**src/rtl/alu_pkg.sv**
```systemverilog
// Shared definitions for the ALU self-test sequencer: op encodings, LFSR
// polynomial, FSM states and the LFSR step used for vector generation.
package alu_pkg;

  typedef enum logic [2:0] {
    ALU_ADD = 3'd0,
    ALU_SUB = 3'd1,
    ALU_AND = 3'd2,
    ALU_OR  = 3'd3,
    ALU_XOR = 3'd4,
    ALU_SLL = 3'd5,
    ALU_SRL = 3'd6,
    ALU_SLT = 3'd7
  } alu_op_e;

  typedef enum logic [1:0] {
    ST_IDLE  = 2'd0,
    ST_CHECK = 2'd1,
    ST_DONE  = 2'd2
  } state_e;

  localparam logic [31:0] LFSR_MASK   = 32'h8020_0003;
  localparam logic [15:0] NO_FAIL_IDX = 16'hFFFF;

  // Right-shifting Galois LFSR: the bit shifted out decides whether the taps are applied.
  function automatic logic [31:0] lfsr_step(input logic [31:0] l);
    logic [31:0] n;
    n = l >> 1;
    if (l[0]) begin
      n = n ^ LFSR_MASK;
    end
    return n;
  endfunction

endpackage

```
**src/rtl/alu_selftest_seq_if.sv**
```systemverilog
// ALU operand/result bus; the self-test sequencer is the master, the ALU under test the slave.
interface alu_selftest_seq_if;
  import alu_pkg::*;

  logic [31:0] ALUA;
  logic [31:0] ALUB;
  logic [2:0]  ALUControl;
  logic [31:0] ALURe;
  logic        Zero;
  logic        mark;

  modport master (
    output ALUA,
    output ALUB,
    output ALUControl,
    input  ALURe,
    input  Zero,
    input  mark
  );

  modport slave (
    input  ALUA,
    input  ALUB,
    input  ALUControl,
    output ALURe,
    output Zero,
    output mark
  );

endinterface

```
**src/rtl/alu_golden.sv**
```systemverilog
// Combinational reference ALU: result, zero flag and signed-overflow flag
// for the eight single-cycle CPU operations.
module alu_golden
  import alu_pkg::*;
(
  input  logic [31:0] i_a,
  input  logic [31:0] i_b,
  input  logic [2:0]  i_op,
  output logic [31:0] o_res,
  output logic        o_zero,
  output logic        o_ovf
);

  logic [31:0] w_sum;
  logic [31:0] w_diff;

  assign w_sum  = i_a + i_b;
  assign w_diff = i_a - i_b;

  // Overflow only exists for ADD/SUB; every other op reports zero.
  always_comb begin
    o_res = 32'd0;
    o_ovf = 1'b0;
    case (alu_op_e'(i_op))
      ALU_ADD: begin
        o_res = w_sum;
        o_ovf = (i_a[31] == i_b[31]) && (w_sum[31] != i_a[31]);
      end
      ALU_SUB: begin
        o_res = w_diff;
        o_ovf = (i_a[31] != i_b[31]) && (w_diff[31] != i_a[31]);
      end
      ALU_AND: o_res = i_a & i_b;
      ALU_OR:  o_res = i_a | i_b;
      ALU_XOR: o_res = i_a ^ i_b;
      ALU_SLL: o_res = i_a << i_b[4:0];
      ALU_SRL: o_res = i_a >> i_b[4:0];
      ALU_SLT: o_res = {31'd0, ($signed(i_a) < $signed(i_b))};
      default: o_res = 32'd0;
    endcase
    o_zero = (o_res == 32'd0);
  end

endmodule

```
**src/rtl/alu_selftest_seq.sv**
```systemverilog
// ALU bring-up sequencer: drives LFSR-generated vectors at one per cycle,
// checks each returned result against alu_golden and reports errors.
module alu_selftest_seq
  import alu_pkg::*;
#(
  parameter int          NUM_VECTORS = 16,
  parameter logic [31:0] SEED        = 32'hACE1_0001,
  parameter int          ERR_W       = 16
) (
  input  logic               clk,
  input  logic               reset,
  input  logic               i_start,
  alu_selftest_seq_if.master alu,
  output logic               o_busy,
  output logic               o_done,
  output logic               o_pass,
  output logic [ERR_W-1:0]   o_err_count,
  output logic [15:0]        o_first_fail_idx
);

  // An all-zero seed would lock the LFSR, so it is replaced by 1.
  localparam logic [31:0]      SEED_EFF = (SEED == 32'd0) ? 32'd1 : SEED;
  localparam logic [15:0]      LAST_IDX = 16'(NUM_VECTORS - 1);
  localparam logic [ERR_W-1:0] ERR_MAX  = '1;

  state_e           r_state;
  state_e           w_nextState;
  logic [31:0]      r_aluA;
  logic [31:0]      r_aluB;
  logic [2:0]       r_aluCtl;
  logic [31:0]      r_lfsr;
  logic [15:0]      r_idx;
  logic [ERR_W-1:0] r_errCount;
  logic [15:0]      r_firstFailIdx;

  logic             w_launch;
  logic             w_advance;
  logic [31:0]      w_srcLfsr;
  logic [31:0]      w_stepB;
  logic [31:0]      w_stepNext;
  logic [15:0]      w_nextIdx;
  logic [31:0]      w_goldRes;
  logic             w_goldZero;
  logic             w_goldOvf;
  logic             w_mismatch;

  alu_golden u_golden (
    .i_a    (r_aluA),
    .i_b    (r_aluB),
    .i_op   (r_aluCtl),
    .o_res  (w_goldRes),
    .o_zero (w_goldZero),
    .o_ovf  (w_goldOvf)
  );

  assign w_mismatch = ({alu.ALURe, alu.Zero, alu.mark} != {w_goldRes, w_goldZero, w_goldOvf});

  // A new run starts from the seed; otherwise generation continues from the held LFSR.
  assign w_srcLfsr  = w_launch ? SEED_EFF : r_lfsr;
  assign w_stepB    = lfsr_step(w_srcLfsr);
  assign w_stepNext = lfsr_step(w_stepB);
  assign w_nextIdx  = r_idx + 16'd1;

  always_comb begin
    w_nextState = r_state;
    w_launch    = 1'b0;
    w_advance   = 1'b0;
    case (r_state)
      ST_IDLE, ST_DONE: begin
        if (i_start) begin
          w_launch    = 1'b1;
          w_nextState = ST_CHECK;
        end
      end
      ST_CHECK: begin
        if (r_idx == LAST_IDX) begin
          w_nextState = ST_DONE;
        end else begin
          w_advance = 1'b1;
        end
      end
      default: w_nextState = ST_IDLE;
    endcase
  end

  always_ff @(posedge clk) begin
    if (reset) begin
      r_state <= ST_IDLE;
    end else begin
      r_state <= w_nextState;
    end
  end

  // Operand registers hold the last vector once the run reaches DONE.
  always_ff @(posedge clk) begin
    if (reset) begin
      r_aluA   <= 32'd0;
      r_aluB   <= 32'd0;
      r_aluCtl <= 3'd0;
      r_lfsr   <= SEED_EFF;
      r_idx    <= 16'd0;
    end else if (w_launch) begin
      r_aluA   <= SEED_EFF;
      r_aluB   <= w_stepB;
      r_aluCtl <= 3'd0;
      r_lfsr   <= w_stepNext;
      r_idx    <= 16'd0;
    end else if (w_advance) begin
      r_aluA   <= r_lfsr;
      r_aluB   <= w_stepB;
      r_aluCtl <= w_nextIdx[2:0];
      r_lfsr   <= w_stepNext;
      r_idx    <= w_nextIdx;
    end
  end

  always_ff @(posedge clk) begin
    if (reset) begin
      r_errCount     <= '0;
      r_firstFailIdx <= NO_FAIL_IDX;
    end else if (w_launch) begin
      r_errCount     <= '0;
      r_firstFailIdx <= NO_FAIL_IDX;
    end else if ((r_state == ST_CHECK) && w_mismatch) begin
      if (r_errCount != ERR_MAX) begin
        r_errCount <= r_errCount + 1'b1;
      end
      if (r_firstFailIdx == NO_FAIL_IDX) begin
        r_firstFailIdx <= r_idx;
      end
    end
  end

  assign alu.ALUA       = r_aluA;
  assign alu.ALUB       = r_aluB;
  assign alu.ALUControl = r_aluCtl;

  assign o_busy           = (r_state == ST_CHECK);
  assign o_done           = (r_state == ST_DONE);
  assign o_pass           = o_done && (r_errCount == '0);
  assign o_err_count      = r_errCount;
  assign o_first_fail_idx = r_firstFailIdx;

endmodule

```
**src/flat_wrapper.sv**
```systemverilog
// flat-port wrapper written by rule: the top's interface ports become plain ports
module alu_selftest_seq_flat import alu_pkg::*;
#(
  parameter int          NUM_VECTORS = 16,
  parameter logic [31:0] SEED        = 32'hACE1_0001,
  parameter int          ERR_W       = 16
)
  (clk, reset, i_start, o_busy, o_done, o_pass, o_err_count, o_first_fail_idx, alu_ALUA, alu_ALUB, alu_ALUControl, alu_ALURe, alu_Zero, alu_mark);
  alu_selftest_seq_if alu_i ();
  input  logic clk;
  input  logic reset;
  input  logic i_start;
  output logic o_busy;
  output logic o_done;
  output logic o_pass;
  output logic [ERR_W-1:0] o_err_count;
  output logic [15:0] o_first_fail_idx;
  output wire logic [$bits(alu_i.ALUA)-1:0] alu_ALUA;
  output wire logic [$bits(alu_i.ALUB)-1:0] alu_ALUB;
  output wire logic [$bits(alu_i.ALUControl)-1:0] alu_ALUControl;
  input wire logic [$bits(alu_i.ALURe)-1:0] alu_ALURe;
  input wire logic [$bits(alu_i.Zero)-1:0] alu_Zero;
  input wire logic [$bits(alu_i.mark)-1:0] alu_mark;
  assign alu_ALUA = alu_i.ALUA;
  assign alu_ALUB = alu_i.ALUB;
  assign alu_ALUControl = alu_i.ALUControl;
  assign alu_i.ALURe = alu_ALURe;
  assign alu_i.Zero = alu_Zero;
  assign alu_i.mark = alu_mark;
  alu_selftest_seq #(.NUM_VECTORS(NUM_VECTORS), .SEED(SEED), .ERR_W(ERR_W)) u_core (.clk(clk), .reset(reset), .i_start(i_start), .alu(alu_i), .o_busy(o_busy), .o_done(o_done), .o_pass(o_pass), .o_err_count(o_err_count), .o_first_fail_idx(o_first_fail_idx));
endmodule
```
**config.mk**
```make
export PLATFORM = sky130hd
export DESIGN_NAME = alu_selftest_seq_flat
export DESIGN_NICKNAME = d
export VERILOG_FILES = /design/src/rtl/alu_pkg.sv /design/src/rtl/alu_selftest_seq_if.sv /design/src/rtl/alu_golden.sv /design/src/rtl/alu_selftest_seq.sv /design/src/flat_wrapper.sv
export SDC_FILE = /design/constraint.sdc
export NUM_CORES = 1
export LEC_CHECK = 0
export ABC_AREA = 1
export CORE_MARGIN = 1.5
export CORE_UTILIZATION = 40
export DETAILED_ROUTE_END_ITERATION = 8
export PLACE_DENSITY = 0.64
export SYNTH_ARGS = -nofsm -noshare
export SYNTH_HDL_FRONTEND = slang
export SYNTH_SLANG_ARGS = --single-unit
```
**constraint.sdc**
```tcl
create_clock -name clk -period 4.6 [get_ports clk]
set_input_delay 0.46 -clock clk [delete_from_list [all_inputs] [get_ports clk]]
set_output_delay 0.46 -clock clk [all_outputs]
set_load 0.005 [all_outputs]
```
# After elaboration in Yosys (flattened, before gate mapping)
# Index checks and enable logic that the tools add are counted.
# totals
register_bits	149
inputBits	37
# classes
eq_ne	19
reduce_logical	14
n_lt_le_gt_ge	1
n_addsub	4
n_mux	18
shift	2
bitwise_logic	5
# ops
cell	count
$mux 32	9
$pmux 32 s8	1
$ne 34x34->1	1
$add 16x1->16 const B	2
$add 32x32->32	1
$and 32x32->32	1
$logic_not 32->1	1
$lt 32x32->1	1
$or 32x32->32	1
$shl 32x5->32	1
$shr 32x5->32	1
$sub 32x32->32	1
$xor 32x32->32	1
$eq 16x16->1 const B	1
$eq 16x4->1 const B	1
$logic_not 16->1	1
$ne 16x16->1 const B	1
$eq 3x3->1 const B	4
$not 3->4	2
$eq 3x2->1 const B	2
$reduce_and 2->1	3
$logic_and 1x1->1	4
$mux 1	4
$mux 2	2
other kinds (13)	16

# Logic depth before layout (Yosys ltp)
# logic_depth
depth_word	10
mapped_depth	31

# By module
# Synthesis repeated with hierarchy kept, for this count alone.
# unflattened
hier_cells	2874
hier_area_um2	16268.1
# modules_own_cells
mod	instances	cells_per_inst	area_each_um2
alu_golden	1	2085	10397.5
alu_selftest_seq	1	789	5870.6

# Least setup slack after synthesis
# Ideal clock, no wire load.
# synth_path
kind	register -> register
from	register u_core.r_lfsr[2] (netlist name)
to	register u_core.r_firstFailIdx[12] (netlist: u_core.o_first_fail_idx[12])
synth_period_minus_slack_ns	3.308
path_buffers	4
stages_incl_launch_ff	30
slack_ns	1.292
arrival_time_ns	3.178
path_cell_list	dfxtp_1 > buf_2 > inv_2 > buf_2 > buf_2 > ha_1 > inv_1 > nand2_1 > nand3_1 > nand2_1 > nand2_1 > nand2_1 > nand2_1 > nand2_1 > nand2_1 > nand2_1 > nand2_1 > nand3_1 > nand2_1 > nor2_1 > nand2_1 > nor2_1 > nand3_1 > nand2_1 > nand2_2 > nand3_4 > nand3_2 > buf_6 > nand2_1 > nand3_1
# synth_rtl
item	line	source
end signal: assignment	alu_selftest_seq.sv:129	r_firstFailIdx <= r_idx;
end: declaration	alu_selftest_seq.sv:34	logic [15:0] r_firstFailIdx;

# Worst setup path after layout
# layout_path
from	register u_core.r_aluB[0] (netlist: u_core.alu.ALUB[0])
to	register u_core.r_firstFailIdx[15] (netlist: u_core.o_first_fail_idx[15])
# layout_via
elab_chain_len	7
elab_cells_between_ends	18
classes_between	2 x add/sub; 1 x order compare; 3 x eq/ne; 2 x shift; 2 x mux; 3 x bitwise; 5 x reduce/logical
# layout_rtl
item	line	source
start: declaration	alu_selftest_seq.sv:29	logic [31:0] r_aluB;
start signal: assignment	alu_selftest_seq.sv:104	r_aluB <= w_stepB;
start signal: assignment	alu_selftest_seq.sv:110	r_aluB <= w_stepB;
parallel branches: the longest is 4 deep, another holds $sub 32x32->32	n/a	
$ne 34x34->1 *	alu_selftest_seq.sv:56	assign w_mismatch = ({alu.ALURe, alu.Zero, alu.mark} != {w_goldRes, w_goldZero, w_goldOvf});
$logic_and 1x1->1 *	alu_selftest_seq.sv:124	end else if ((r_state == ST_CHECK) && w_mismatch) begin
$reduce_and 2->1 (no source line) *	n/a	
# Mark *: on every way between the ends.
# A chain may end at the register's enable or synchronous reset.

==> metrics.txt <==
status complete, no violations; dpl cells 3,323; CP peak stage delay 0.48 ns; largest family of logic cells by synthesized area simple AND/OR/NAND/NOR gates; Synth Register Bits 124; area share of xor/xnor cells in the synthesized design 0.01173; Synth top area share 0.1743; Sequential cell area 2489 sq um; CTS tree done; CP Max Fanout 16; mux contribution to synthesized area 0; clk slew on worst S/H paths 0.07 ns; Period minus WS final 4.345 ns; post-DP HPWL 63,030 microns; Max Cap Violations 0; Antenna Nets Post-Route 0; largest net degree at the start of global routing 71; worst path arrival time 4.68 ns; Post-CTS Setup Bufs 0; core area 38,650 sq um; Iter 0 DRT Violations 2,186; worst clock skew 0.01630 ns; die area 40,400 sq um; worst slack at placement 0.2532 ns; vias in the first global route 18,393; Relative slew margins 0.2633; clock sinks 124; Ports 139; asr flop ratio synth 0; GR Overflow Total 0; Post-CTS Resized 0; area of the multi-input gates 11,010 sq um; RSZ-0062 raised after global routing no; Die W 201 microns; post-synthesis sequential area ratio 0.1583; hold crit path type flip-flop to flip-flop; synthesis warning total 0; Cell Chain, Critical Path ha_1 > fa_1 > nand2_1 > nand3_1 > nand3_1 > nand2_1 > nand2_1 > nand2_1 > nand2_1 > nand2_1 > nand2_1 > nand3_1 > nand3_1 > nand2_1 > inv_1 > nand2_1 > nor2_1 > nand3_1 > nor3_2 > nand3_4 > buf_4 > nand4_1 > nand3_1; fmax 0.2301 GHz; prevailing post-synth register cell dfxtp_1; worst slew pin tran 1.101 ns; Critical-path top delay cell dfxtp_1; first-pass GRT wire length 116,100 microns; Total Routing Usage GR 0.3830; Die Y 201 microns; via/cell ratio 5.847; Filler cells 4,261; Pre-antenna DRT Iters 6; CP required 4.94 ns; Synth Cell Area 15,680 sq um; Leak 8.251 nW; final non-filler cell total 3,355; input/output buffers 138; FP Rows 72; GPL Wtd Cong 1.057; Synth area leaders nand3_1 17%, nand2_1 17%, dfxtp_1 16%; Final Hold Fails 0; leading area contributor after synthesis nand3_1; Compound-Gate Fraction of Synth Area 0.1168; Max Used Layer met5; Vias 19,618; CP Buf/Inv Count 2; critical path endpoint category flip-flop; drt wl/cell 23.35 microns; total CTS buffers 17; # hold bufs at CTS 0; most used cell, CP nand2_1; ant diodes 0; final setup margin 0.2547 ns; Pwr per Cell Area 252.3 nW/um^2; clk root buf clkbuf_16; syn nets 2,894; clk buf depth 2; CTS H-Tree Depth 4; initial antenna violation count 2; Initial Util 0.4058; net total in the final layout 2,968; synth cell count leaders 698 x nand2_1, 546 x nand3_1, 309 x inv_1, 246 x nor2_1, 134 x a21oi_1; met3 WL 5997 microns; post-synthesis adder-cell area fraction 0.08633; crit start category flip-flop; final setup violation count 0; Area growth, synth to finish 14.44%; Detail Route met2 WL 34,440 microns; routed wire length 78,340 microns; crit-path leading delay family simple AND/OR/NAND/NOR gates; Synth Area in Simple Gates 0.4867; Syn Area/Cell 5.702 sq um; residual DRC count 0; max-slew violations 0; Max IR drop VDD 0.3792 mV; WL met1 34,130 microns; Synth Instances 2,750; share of cells above drive strength 1 0.06909; post-synth cell types 61; EDFF count, synth 0; Tcrit/Tclk final 0.9446; most numerous cell in the Yosys netlist nand2_1; kind of critical path flip-flop to flip-flop; Skew-Pair Late Insertion Delay 0.48 ns; Setup TNS Final 0 ns
## per-layer routing
metal / global-route usage / up-vias
met5: 0 / -
met4: 0.1815 / 2
met3: 0.06347 / 171
met2: 0.6011 / 923
met1: 0.5097 / 9302
li1: - / 9220
## stage by stage
step / hold WS (ns) / area (sq um) / total power (W) / utilization
2_1_floorplan: 0.4214 / 15680 / 0.002449 / -
3_3_place_gp: 0.4435 / 17370 / 0.003101 / 0.4495
3_5_place_dp: 0.4540 / 17370 / 0.003110 / 0.4495
4_1_cts: 0.4779 / 17940 / 0.004498 / 0.4643
5_1_grt: 0.4964 / 17950 / 0.004759 / 0.4644
6_report: 0.4780 / 17950 / 0.004527 / 0.4644
## placed cells by master (no fill, tap or decap), drive strengths merged, types with 3 or more instances in the layout
cell type      Yosys  routed
a31oi              3       3
nor3              33      33
clkdlybuf4s50      0     138
and2              10      10
o211ai            12      12
nand2            735     735
o221ai             3       3
inv              326     332
nand3            551     551
clkbuf            36      19
clkinv             5       8
nand3b            11      11
ha               105     105
nand4             78      78
a211oi             7       7
nor2             253     253
o22ai             26      26
o21ai             97      97
clkinvlp           0       3
or2                6       6
dfxtp            124     124
o21bai            14      14
nor4              13      13
buf              117      70
xor2              19      19
o21a               5       5
a21oi            143     143
## worst min-delay path, stage by stage, from the launching register on
cell and delay, ns:
dfxtp_1 0.33, nand2_1 0.05, nand3_1 0.06
## final timing paths
kind         cells past startpoint  slack, ns                from                          end
max reg2reg                     23       0.25  u_core.alu.ALUB[0]  u_core.o_first_fail_idx[15]
max                             23       0.25  u_core.alu.ALUB[0]  u_core.o_first_fail_idx[15]
min                              2       0.48   u_core.r_lfsr[29]            u_core.r_lfsr[29]
min reg2reg                      2       0.48   u_core.r_lfsr[29]            u_core.r_lfsr[29]
## kinds of logic after synthesis
family,Yosys count
flops,124
buf+inv,484
compound gates,320
simple gates,1694
xor+xnor,21
fa+ha+maj,107
## power breakdown
group	internal [W]	leakage [nW]	total [W]	switching, W
sequential	0.00114	1.01	0.00122	0.0000820
clock	0.000767	0.273	0.00139	0.000622
combinational	0.000619	6.96	0.00192	0.00130
total	0.00252	8.25	0.00453	0.00200
## flip-flops by register name, indices dropped and copies added, names as in the netlist
name,flops
u_core.alu.ALUA,32
u_core.alu.ALUB,10
u_core.alu.ALUControl,2
u_core.o_err_count,16
u_core.o_first_fail_idx,16
u_core.r_idx,14
u_core.r_lfsr,32
u_core.r_state,2
## cell type report
cell class	instances	share of cell area
Clock buffer	19	0.02468
Clock inverter	13	0.007251
Inverter	331	0.07007
Multi-Input combinational cell	2142	0.6135
Sequential cell	124	0.1387
Tap cell	518	0.03612
Timing Repair Buffer	208	0.1097
Power figures use the tool's default switching activity.
